### config.mk
export PLATFORM = sky130hd
export DESIGN_NAME = ct_bist_gen
export DESIGN_NICKNAME = d
export VERILOG_FILES = /design/src/rtl/ct_bist_pkg.sv /design/src/rtl/ct_misr.sv /design/src/rtl/ct_bist_gen.sv
export SDC_FILE = /design/constraint.sdc
export NUM_CORES = 1
export LEC_CHECK = 0
export ABC_AREA = 1
export CAP_MARGIN = 20
export CORE_MARGIN = 1.5
export CORE_UTILIZATION = 50
export CTS_CLUSTER_SIZE = 24
export DETAILED_ROUTE_END_ITERATION = 8
export PLACE_DENSITY = 0.82
export SYNTH_ARGS = -nofsm -noshare
export SYNTH_HDL_FRONTEND = slang
export SYNTH_SLANG_ARGS = --single-unit
### constraint.sdc
create_clock -name clk -period 2.3 [get_ports clk]
set_input_delay 0.69 -clock clk [delete_from_list [all_inputs] [get_ports clk]]
set_output_delay 0.69 -clock clk [all_outputs]
set_load 0.05 [all_outputs]
### src/rtl/ct_bist_pkg.sv
// ----------------------------------------------------------------------------
// ct_bist_pkg
// Shared types and constants for the CT built-in self-test generator:
//   - bist_state_e : run-control state of ct_bist_gen
//   - ct_vec_t     : one stimulus vector laid out exactly as the low 29 bits
//                    of the LFSR state (opcode in the top field, in_n0 lowest)
//   - width constants and the LFSR / MISR tap masks
//   - lfsr_step / lfsr_seed_fix / lfsr_to_vec helpers
// ----------------------------------------------------------------------------
package ct_bist_pkg;

  typedef enum logic [1:0] {
    IDLE = 2'd0,
    RUN  = 2'd1,
    DONE = 2'd2
  } bist_state_e;

  localparam int OPCODE_W  = 5;
  localparam int OPERAND_W = 4;
  localparam int RESULT_W  = 9;
  localparam int LFSR_W    = 32;
  localparam int SIG_W     = 16;
  localparam int CNT_W     = 16;
  localparam int SETTLE_W  = 4;
  localparam int VEC_W     = OPCODE_W + 6 * OPERAND_W;

  // x^32 + x^22 + x^2 + x + 1 : feedback taps at state bits 31, 21, 1, 0
  localparam logic [LFSR_W-1:0] LFSR_TAPS = 32'h8020_0003;
  // x^16 + x^15 + x^13 + x^4 + 1 : feedback taps at signature bits 15, 14, 12, 3
  localparam logic [SIG_W-1:0]  MISR_TAPS = 16'hD008;

  // Member order puts opcode in the MSBs so a cast of s[28:0] lands each
  // field on its LFSR slice.
  typedef struct packed {
    logic [OPCODE_W-1:0]  opcode;
    logic [OPERAND_W-1:0] in_n5;
    logic [OPERAND_W-1:0] in_n4;
    logic [OPERAND_W-1:0] in_n3;
    logic [OPERAND_W-1:0] in_n2;
    logic [OPERAND_W-1:0] in_n1;
    logic [OPERAND_W-1:0] in_n0;
  } ct_vec_t;

  function automatic logic [LFSR_W-1:0] lfsr_step(input logic [LFSR_W-1:0] s);
    return {s[LFSR_W-2:0], ^(s & LFSR_TAPS)};
  endfunction

  // An all-zero Fibonacci LFSR locks up, so a zero seed is promoted to 1.
  function automatic logic [LFSR_W-1:0] lfsr_seed_fix(input logic [LFSR_W-1:0] s);
    return (s == '0) ? {{(LFSR_W-1){1'b0}}, 1'b1} : s;
  endfunction

  function automatic ct_vec_t lfsr_to_vec(input logic [LFSR_W-1:0] s);
    return ct_vec_t'(s[VEC_W-1:0]);
  endfunction

endpackage

### src/rtl/ct_misr.sv
// ----------------------------------------------------------------------------
// ct_misr
// SIG_W-bit multiple-input signature register compacting the CT result.
// Ports:
//   clk, rst  : clock, synchronous active-high reset (signature <= seed)
//   load      : reseed the signature from `seed` (run start)
//   en        : fold `din` into the signature on this edge
//   seed      : reseed / reset value
//   din       : RESULT_W-bit response, zero-extended into the low bits
//   sig       : current signature (registered)
//   sig_next  : value the signature takes if `en` is asserted this cycle
// ----------------------------------------------------------------------------
module ct_misr
  import ct_bist_pkg::*;
(
  input  logic                clk,
  input  logic                rst,
  input  logic                load,
  input  logic                en,
  input  logic [SIG_W-1:0]    seed,
  input  logic [RESULT_W-1:0] din,
  output logic [SIG_W-1:0]    sig,
  output logic [SIG_W-1:0]    sig_next
);

  logic [SIG_W-1:0] sig_q;
  logic [SIG_W-1:0] sig_d;
  logic [SIG_W-1:0] fold;

  always_comb begin
    fold = {sig_q[SIG_W-2:0], ^(sig_q & MISR_TAPS)}
           ^ {{(SIG_W-RESULT_W){1'b0}}, din};
    sig_d = sig_q;
    if (load) begin
      sig_d = seed;
    end else if (en) begin
      sig_d = fold;
    end
  end

  always_ff @(posedge clk) begin
    if (rst) begin
      sig_q <= seed;
    end else begin
      sig_q <= sig_d;
    end
  end

  assign sig      = sig_q;
  assign sig_next = fold;

endmodule

### src/rtl/ct_bist_gen.sv
// ----------------------------------------------------------------------------
// ct_bist_gen
// Self-test stimulus generator and response compactor for the CT opcode
// calculator. A 32-bit LFSR produces one vector per period of
// SETTLE_CYCLES+1 cycles; on the last edge of each period the CT response is
// folded into a 16-bit MISR and the next vector is launched. After
// NUM_VECTORS captures the run ends and the signature is compared with
// GOLDEN_SIG.
// Ports:
//   clk, rst          : clock, synchronous active-high reset
//   start             : run request, honoured in IDLE or DONE
//   busy / done       : run in progress / run finished (until next start/rst)
//   pass              : signature matched GOLDEN_SIG, only while done
//   signature         : current MISR value
//   opcode, in_n0..5  : registered stimulus to CT
//   out_n             : combinational CT response
// ----------------------------------------------------------------------------
module ct_bist_gen
  import ct_bist_pkg::*;
#(
  parameter int               NUM_VECTORS   = 256,
  parameter int               SETTLE_CYCLES = 1,
  parameter logic [31:0]      LFSR_SEED     = 32'h0000_0001,
  parameter logic [15:0]      MISR_SEED     = 16'h0000,
  parameter logic [15:0]      GOLDEN_SIG    = 16'h0000
)(
  input  logic                 clk,
  input  logic                 rst,
  input  logic                 start,
  output logic                 busy,
  output logic                 done,
  output logic                 pass,
  output logic [SIG_W-1:0]     signature,
  output logic [OPCODE_W-1:0]  opcode,
  output logic [OPERAND_W-1:0] in_n0,
  output logic [OPERAND_W-1:0] in_n1,
  output logic [OPERAND_W-1:0] in_n2,
  output logic [OPERAND_W-1:0] in_n3,
  output logic [OPERAND_W-1:0] in_n4,
  output logic [OPERAND_W-1:0] in_n5,
  input  logic [RESULT_W-1:0]  out_n
);

  localparam logic [LFSR_W-1:0]   SEED_FIX    = lfsr_seed_fix(LFSR_SEED);
  localparam logic [CNT_W-1:0]    LAST_IDX    = CNT_W'(NUM_VECTORS - 1);
  localparam logic [SETTLE_W-1:0] SETTLE_LAST = SETTLE_W'(SETTLE_CYCLES);

  bist_state_e          state_q,  state_d;
  logic [LFSR_W-1:0]    lfsr_q,   lfsr_d;
  logic [CNT_W-1:0]     cnt_q,    cnt_d;
  logic [SETTLE_W-1:0]  settle_q, settle_d;
  ct_vec_t              vec_q,    vec_d;
  logic                 busy_q,   busy_d;
  logic                 done_q,   done_d;
  logic                 pass_q,   pass_d;

  logic                 start_acc;
  logic                 capture;
  logic                 last_cap;
  logic [LFSR_W-1:0]    lfsr_nxt;
  logic [SIG_W-1:0]     sig_now;
  logic [SIG_W-1:0]     sig_next;

  // capture marks the last edge of the current vector's hold window; the
  // response is sampled and the next vector launched on that same edge.
  assign start_acc = start && (state_q != RUN);
  assign capture   = (state_q == RUN) && (settle_q == SETTLE_LAST);
  assign last_cap  = capture && (cnt_q == LAST_IDX);
  assign lfsr_nxt  = lfsr_step(lfsr_q);

  always_comb begin
    state_d  = state_q;
    lfsr_d   = lfsr_q;
    cnt_d    = cnt_q;
    settle_d = settle_q;
    vec_d    = vec_q;
    busy_d   = busy_q;
    done_d   = done_q;
    pass_d   = pass_q;

    case (state_q)
      IDLE, DONE: begin
        if (start) begin
          state_d  = RUN;
          lfsr_d   = SEED_FIX;
          cnt_d    = '0;
          settle_d = '0;
          vec_d    = lfsr_to_vec(SEED_FIX);
          busy_d   = 1'b1;
          done_d   = 1'b0;
          pass_d   = 1'b0;
        end
      end

      RUN: begin
        if (capture) begin
          lfsr_d   = lfsr_nxt;
          settle_d = '0;
          if (last_cap) begin
            // Final vector stays on the pins; pass is judged on the
            // signature this edge produces.
            state_d = DONE;
            busy_d  = 1'b0;
            done_d  = 1'b1;
            pass_d  = (sig_next == GOLDEN_SIG);
          end else begin
            cnt_d = cnt_q + 1'b1;
            vec_d = lfsr_to_vec(lfsr_nxt);
          end
        end else begin
          settle_d = settle_q + 1'b1;
        end
      end

      default: begin
        state_d = IDLE;
        busy_d  = 1'b0;
        done_d  = 1'b0;
        pass_d  = 1'b0;
      end
    endcase
  end

  always_ff @(posedge clk) begin
    if (rst) begin
      state_q  <= IDLE;
      lfsr_q   <= SEED_FIX;
      cnt_q    <= '0;
      settle_q <= '0;
      vec_q    <= '0;
      busy_q   <= 1'b0;
      done_q   <= 1'b0;
      pass_q   <= 1'b0;
    end else begin
      state_q  <= state_d;
      lfsr_q   <= lfsr_d;
      cnt_q    <= cnt_d;
      settle_q <= settle_d;
      vec_q    <= vec_d;
      busy_q   <= busy_d;
      done_q   <= done_d;
      pass_q   <= pass_d;
    end
  end

  ct_misr u_misr (
    .clk      (clk),
    .rst      (rst),
    .load     (start_acc),
    .en       (capture),
    .seed     (MISR_SEED),
    .din      (out_n),
    .sig      (sig_now),
    .sig_next (sig_next)
  );

  assign busy      = busy_q;
  assign done      = done_q;
  assign pass      = pass_q;
  assign signature = sig_now;
  assign opcode    = vec_q.opcode;
  assign in_n0     = vec_q.in_n0;
  assign in_n1     = vec_q.in_n1;
  assign in_n2     = vec_q.in_n2;
  assign in_n3     = vec_q.in_n3;
  assign in_n4     = vec_q.in_n4;
  assign in_n5     = vec_q.in_n5;

endmodule

* After elaboration in Yosys (flattened, before gate mapping) *
Cells that the tools add are included.

word-level totals
  register bits = 102
  word-level logic and storage cells = 70
  input port bits = 12

cells by class
  reduce and logical (&&, ||, !) cells = 14
  multiplexer cells = 29
  $add $sub $neg = 2
  eq/ne operators = 9
  bitwise gates (word level) = 1

operators by type and width
  operator                                         number
  2-to-1 mux 29 bit                                3
  2-to-1 mux 32 bit                                2
  case mux 32 bit (2 select lines)                 1
  case mux 29 bit (2 select lines)                 1
  2-to-1 mux 16 bit                                3
  case mux 16 bit (2 select lines)                 1
  XOR reduction 32 bit                             1
  adder 16 x 1 -> 16 bit (second input constant)   1
  == test 16 x 8 -> 1 bit (second input constant)  1
  logical NOT 16 bit                               1
  XOR reduction 16 bit                             1
  bitwise XOR 16 x 9 -> 16 bit                     1
  2-to-1 mux 1 bit                                 8
  2-to-1 mux 4 bit                                 2
  != test 2 bit (second input constant)            4
  case mux 4 bit (2 select lines)                  1
  2-to-1 mux 2 bit                                 3
  case mux 1 bit (2 select lines)                  3
  AND reduction 3 bit                              2
  adder 4 x 1 -> 4 bit (second input constant)     1
  == test 4 x 1 -> 1 bit (second input constant)   1
  case mux 2 bit (2 select lines)                  1
  AND reduction 4 bit                              1
  OR reduction 2 bit                               2
  other kinds (7)                                  9

* Longest topological paths before layout *
  depth after elaboration = 6
  gate-level depth with buffers = 12
  gate-level depth less buffers = 11

* By module *
From an unflattened synthesis, not the netlist that was laid out.

unflattened totals
  cells, all modules = 652
  area total of the unflattened synthesis = 4844.6 um^2

modules (own cells, without submodules)
  module       cells each  area each (um^2)  times used
  ct_bist_gen  555         3948.8            1
  ct_misr      97          895.9             1

* Least setup slack after synthesis *
No wires, ideal clock.

  path kind = input -> register
  start point = in rst
  end point = reg u_misr.sig_q[14] (netlist: u_misr.sig[14])
  arrival = 1.598 ns
  setup slack = 0.568 ns
  stages on the path = 5
  cell sequence = buf_2 clkinv_1 o21ai_1 clkbuf_1 a211oi_1

between the ends
  cells in the longest elaborated chain, start to end = 1

RTL lines
  element                              line               text
  start: declaration                   ct_bist_gen.sv:28  input logic rst,
  OR reduction 2 bit (no source line)  n/a
  end signal: assignment               ct_misr.sv:45      sig_q <= sig_d;
  end: declaration                     ct_misr.sv:26      logic [SIG_W-1:0] sig_q;

No other way between the ends.
A chain may end at the register's enable or synchronous reset.

* Worst setup path in the final report *
  start point = reg u_misr.sig_q[4] (netlist: u_misr.sig[4])
  end point = out signature[4]

RTL lines
  element           line               text
  end: declaration  ct_bist_gen.sv:33  output logic [SIG_W-1:0] signature,

No word-level cell between the ends.

==> report_table.html <==
<table>
<tr><th>Metric</th><th>Value</th></tr>
<tr><th colspan="2">STA</th></tr>
<tr><td>Final hold viol count</td><td>0</td></tr>
<tr><td>Tcrit/Tclk final</td><td>98.65%</td></tr>
<tr><td>Headroom to the max-slew limit</td><td>65.49%</td></tr>
<tr><td>Post-route setup TNS</td><td>0 ns</td></tr>
<tr><td>Final worst clock skew</td><td>0.01269 ns</td></tr>
<tr><td>RSZ-0062 raised after global routing</td><td>no</td></tr>
<tr><td>Hold_ws</td><td>0.4564 ns</td></tr>
<tr><td>Time the final worst path needs with I/O delays and setup</td><td>2.269 ns</td></tr>
<tr><td>Final Max Slew Viols</td><td>0</td></tr>
<tr><td>Actual slew at the worst max-slew pin</td><td>0.5161 ns</td></tr>
<tr><td>Highest attainable clock frequency</td><td>0.4407 GHz</td></tr>
<tr><td>Finish-stage setup viols</td><td>0</td></tr>
<tr><th colspan="2">Detailed routing</th></tr>
<tr><td>Final routed wire length divided by cell count</td><td>11.95 um</td></tr>
<tr><td>Pre-Repair DR Iteration Count</td><td>5</td></tr>
<tr><td>Number of remaining DRC errors</td><td>0</td></tr>
<tr><td>Iteration-0 DRC Markers</td><td>173</td></tr>
<tr><td>Vias per cell</td><td>5.015</td></tr>
<tr><td>Remaining antenna violation count</td><td>0</td></tr>
<tr><td>Drt total wl</td><td>10230 um</td></tr>
<tr><td>Via count</td><td>4293</td></tr>
<tr><th colspan="2">Synth</th></tr>
<tr><td>Share of the synthesized area in the top cell type</td><td>43.00%</td></tr>
<tr><td>Nets in the synthesized netlist</td><td>696</td></tr>
<tr><td>Top cells by area, synth</td><td>sky130_fd_sc_hd__dfxtp_1, sky130_fd_sc_hd__nor2_1, sky130_fd_sc_hd__nand2_1</td></tr>
<tr><td>Syn_area_per_cell</td><td>6.973 um2</td></tr>
<tr><td>Number of register bits inferred by synthesis</td><td>102</td></tr>
<tr><td>Sequential-to-total area share from yosys stat</td><td>43.00%</td></tr>
<tr><td>Cell variety after synth</td><td>29</td></tr>
<tr><td>Mapped Cells</td><td>681</td></tr>
<tr><td>Synth warn</td><td>0</td></tr>
<tr><td>Cell taking the most area after synthesis</td><td>sky130_fd_sc_hd__dfxtp_1</td></tr>
<tr><td>Post-synth design cell area</td><td>4748 um2</td></tr>
<tr><th colspan="2">Worst setup path</th></tr>
<tr><td>Crit. End Element</td><td>primary output</td></tr>
<tr><td>Data arrival time of the worst path</td><td>1.58 ns</td></tr>
<tr><td>Worst setup slack for register-to-register paths</td><td>0.29 ns</td></tr>
<tr><td>Critical register-to-register path endpoint</td><td>cnt_q[13]$_SDFFE_PP0P_</td></tr>
<tr><td>Sort of element at the start of the critical path</td><td>register</td></tr>
<tr><td>CP peak stage delay</td><td>0.82 ns</td></tr>
<tr><td>Buffers plus inverters on the worst setup path</td><td>1</td></tr>
<tr><td>Top fanout value on the critical path</td><td>3</td></tr>
<tr><td>WP depth</td><td>1</td></tr>
<tr><td>Classification of the worst setup path</td><td>reg2out</td></tr>
<tr><td>Ordered list of cells on the worst path</td><td>clkdlybuf4s50_1</td></tr>
<tr><td>Critical path's slowest cell</td><td>sky130_fd_sc_hd__clkdlybuf4s50_1</td></tr>
<tr><td>Startpoint of the lowest-slack register-to-register path</td><td>cnt_q[0]$_SDFFE_PP0P_</td></tr>
<tr><td>FF-to-FF path depth</td><td>10</td></tr>
<tr><td>Family with the most delay on the worst path</td><td>buffers and inverters</td></tr>
<tr><td>Worst path required time</td><td>1.61 ns</td></tr>
<tr><th colspan="2">Clock tree</th></tr>
<tr><td>Clock root buffer</td><td>sky130_fd_sc_hd__clkbuf_8</td></tr>
<tr><td>Clock latency on the worst-skew pair</td><td>0.37 ns</td></tr>
<tr><td>Worst-path clk slew</td><td>0.10 ns</td></tr>
<tr><td>CTS tree</td><td>built</td></tr>
<tr><td>TritonCTS sink count</td><td>102</td></tr>
<tr><td>H-tree levels</td><td>3</td></tr>
<tr><td>Number of buffers added by the clock tree synthesis step</td><td>9</td></tr>
<tr><td>Deepest clock path buffer count</td><td>2</td></tr>
<tr><th colspan="2">Hold path</th></tr>
<tr><td>Worst min-delay path category</td><td>reg2reg</td></tr>
<tr><td>Cell depth of the worst hold path</td><td>2</td></tr>
<tr><td>Worst-case hold path end point</td><td>lfsr_q[4]$_SDFFE_PP0P_</td></tr>
<tr><td>Launch point of the worst hold path</td><td>lfsr_q[4]$_SDFFE_PP0P_</td></tr>
<tr><th colspan="2">Die</th></tr>
<tr><td>Effective utilization at floorplan</td><td>51.39%</td></tr>
<tr><td>Rows</td><td>35</td></tr>
<tr><td>Die height</td><td>100.5 um</td></tr>
<tr><td>Core footprint</td><td>9240 um2</td></tr>
<tr><td>I/O pin total</td><td>60</td></tr>
<tr><td>Overall die area</td><td>10090 um2</td></tr>
<tr><td>Die width</td><td>100.5 um</td></tr>
<tr><th colspan="2">Power</th></tr>
<tr><td>Int Pwr</td><td>0.002677 W</td></tr>
<tr><td>Portion of total power attributed to sequential cells</td><td>49.4%</td></tr>
<tr><td>Switching Power</td><td>0.001232 W</td></tr>
<tr><td>Leakage power total</td><td>2.288 nW</td></tr>
<tr><td>Share of power burned in combinational logic</td><td>20.6%</td></tr>
<tr><td>Share of total power in the clock network</td><td>30.0%</td></tr>
<tr><td>Total power divided by cell area</td><td>692.9 nW/um2</td></tr>
<tr><td>Switching power as a share of total power</td><td>31.51%</td></tr>
<tr><td>Worst vdd ir</td><td>0.4207 mV</td></tr>
<tr><th colspan="2">Finish</th></tr>
<tr><td>Antenna diodes</td><td>0</td></tr>
<tr><td>Post-layout nets</td><td>737</td></tr>
<tr><td>Layout area overhead</td><td>18.81%</td></tr>
<tr><td>Share of final-layout standard cells stronger than drive strength 1</td><td>6.190%</td></tr>
<tr><th colspan="2">GRT</th></tr>
<tr><td>First-pass GRT wire length</td><td>17430 um</td></tr>
<tr><td>Initial antenna violation count</td><td>0</td></tr>
<tr><td>Maximum number of pins on one net before global-route repair</td><td>62</td></tr>
<tr><td>Number of global-route vias before repair</td><td>4085</td></tr>
<tr><td>Sum of overflow across all layers after global routing</td><td>0</td></tr>
<tr><td>Total GRT Usage</td><td>21.05%</td></tr>
<tr><th colspan="2">Placed design</th></tr>
<tr><td>Routability congestion estimate from global placement</td><td>0.8752</td></tr>
<tr><td>Quantity of I/O buffers inserted on ports</td><td>59</td></tr>
<tr><td>Detailed placer's ending HPWL</td><td>6951 um</td></tr>
<tr><th colspan="2">Status</th></tr>
<tr><td>Result of the run</td><td>complete, no violations</td></tr>
<tr><th colspan="2">Job</th></tr>
<tr><td>Max Cap Violations</td><td>0</td></tr>
</table>
[placed cells by master (no fill, tap or decap), drive strengths merged]
master,netlist,routed
clkdlybuf4s50,0,50
o21ai,37,37
bufinv,0,1
buf,26,15
dfxtp,102,102
xnor2,4,4
nand2,134,134
a21oi,62,62
o21bai,2,2
nor2,158,158
or2,1,1
nand3b,26,26
dlymetal6s2s,0,5
nand3,23,23
clkinv,2,3
ha,3,3
a211oi,8,8
nand4,4,4
inv,57,60
xor2,15,15
clkbuf,17,10
clkinvlp,0,1
dlygate4sd2,0,3
[routing by layer]
| layer | wire, um | global-route usage (%) | vias to the layer above | part of all wire (%) |
|---|---|---|---|---|
| li1 | - | - | 2221 | - |
| met1 | 4686 | 25.66 | 1971 | 46 |
| met2 | 4994 | 36.94 | 87 | 49 |
| met3 | 417 | 4.230 | 14 | 4.1 |
| met4 | 125 | 7.476 | 0 | 1.2 |
| met5 | 0 | 0 | - | 0 |
[stage by stage]
step	instances	utilization, %	total power [W]	area [um2]	setup WS, ns
final	856	61.06	0.003909	5642	0.03103
after global routing	856	61.06	0.004091	5642	0.001570
after CTS	856	60.88	0.003932	5625	0.01637
after detailed placement	840	58.70	0.002773	5424	0.04959
after global placement	840	58.70	0.002758	5424	0.1076
after floorplan	681	-	0.002540	4748	0.5678
[registers in the layout, indices dropped and copies added, names as in the netlist]
| register | count |
|---|---|
| busy | 1 |
| cnt_q | 16 |
| done | 1 |
| in_n0 | 4 |
| in_n1 | 4 |
| in_n2 | 4 |
| in_n3 | 4 |
| in_n4 | 4 |
| in_n5 | 4 |
| lfsr_q | 32 |
| opcode | 5 |
| pass | 1 |
| settle_q | 4 |
| state_q | 2 |
| u_misr.sig | 16 |
[cell usage after synthesis]
| master | instances |
|---|---|
| sky130_fd_sc_hd__nor2_1 | 155 |
| sky130_fd_sc_hd__nand2_1 | 130 |
| sky130_fd_sc_hd__dfxtp_1 | 102 |
| sky130_fd_sc_hd__a21oi_1 | 62 |
| sky130_fd_sc_hd__inv_1 | 54 |
| sky130_fd_sc_hd__o21ai_0 | 36 |
| sky130_fd_sc_hd__nand3b_1 | 26 |
| sky130_fd_sc_hd__nand3_1 | 21 |
| sky130_fd_sc_hd__clkbuf_1 | 17 |
| sky130_fd_sc_hd__xor2_1 | 15 |
| sky130_fd_sc_hd__buf_2 | 13 |
| sky130_fd_sc_hd__a211oi_1 | 8 |
| sky130_fd_sc_hd__buf_4 | 7 |
| sky130_fd_sc_hd__buf_1 | 4 |
| sky130_fd_sc_hd__nand4_1 | 4 |
| sky130_fd_sc_hd__xnor2_1 | 4 |
| sky130_fd_sc_hd__ha_1 | 3 |
| sky130_fd_sc_hd__inv_2 | 3 |
| sky130_fd_sc_hd__nand2_2 | 3 |
| sky130_fd_sc_hd__buf_6 | 2 |
| sky130_fd_sc_hd__nand3_4 | 2 |
| sky130_fd_sc_hd__nor2_2 | 2 |
| sky130_fd_sc_hd__o21bai_1 | 2 |
| sky130_fd_sc_hd__clkinv_1 | 1 |
| sky130_fd_sc_hd__clkinv_2 | 1 |
| sky130_fd_sc_hd__nand2_4 | 1 |
| sky130_fd_sc_hd__nor2_4 | 1 |
| sky130_fd_sc_hd__o21ai_1 | 1 |
| sky130_fd_sc_hd__or2_2 | 1 |
[worst max-delay path by stage]
stage,start,to,slack [ns]
2_1_floorplan,rst,u_misr.sig[14]$_SDFFE_PP0P_,0.57
3_3_place_gp,start,in_n4[0]$_SDFFE_PP0P_,0.11
3_5_place_dp,start,in_n5[1]$_SDFFE_PP0P_,0.05
4_1_cts,u_misr.sig[4]$_SDFFE_PP0P_,signature[4],0.02
5_1_grt,u_misr.sig[4]$_SDFFE_PP0P_,signature[4],0.002
6_report,u_misr.sig[4]$_SDFFE_PP0P_,signature[4],0.03
[power groups by stage]
stage	combinational, W	sequential (W)	clock [W]
floorplan	0.000399	0.00214	0
global placement	0.000789	0.00197	0
detailed placement	0.000803	0.00197	0
CTS	0.000808	0.00193	0.00119
global route	0.000881	0.00194	0.00127
finish	0.000807	0.00193	0.00117
[logic make-up after synthesis]
kind of cell	synth area share [%]
DFF	43.00
adders and majority gates	0.7906
AOI/OAI and AO/OA	12.02
and+or+nand+nor	31.38
buffers and inverters	9.301
xor gates and xnor gates	3.505
[final cells by class]
type,instances,area [um2]
Clock buffer,10,127.6
Clock inverter,6,77.57
Fill cell,805,3598
Inverter,59,222.7
Multi-Input combinational cell,477,2267
Sequential cell,102,2042
Tap cell,129,161.4
Timing Repair Buffer,73,743.2
[what timing repair did]
action                     4_1_cts  5_1_grt
setup buffers                    0        0
hold buffers                     0        0
gates resized for setup          3        6
setup endpoints to repair        3        6
(Power assumes the default switching activity.)
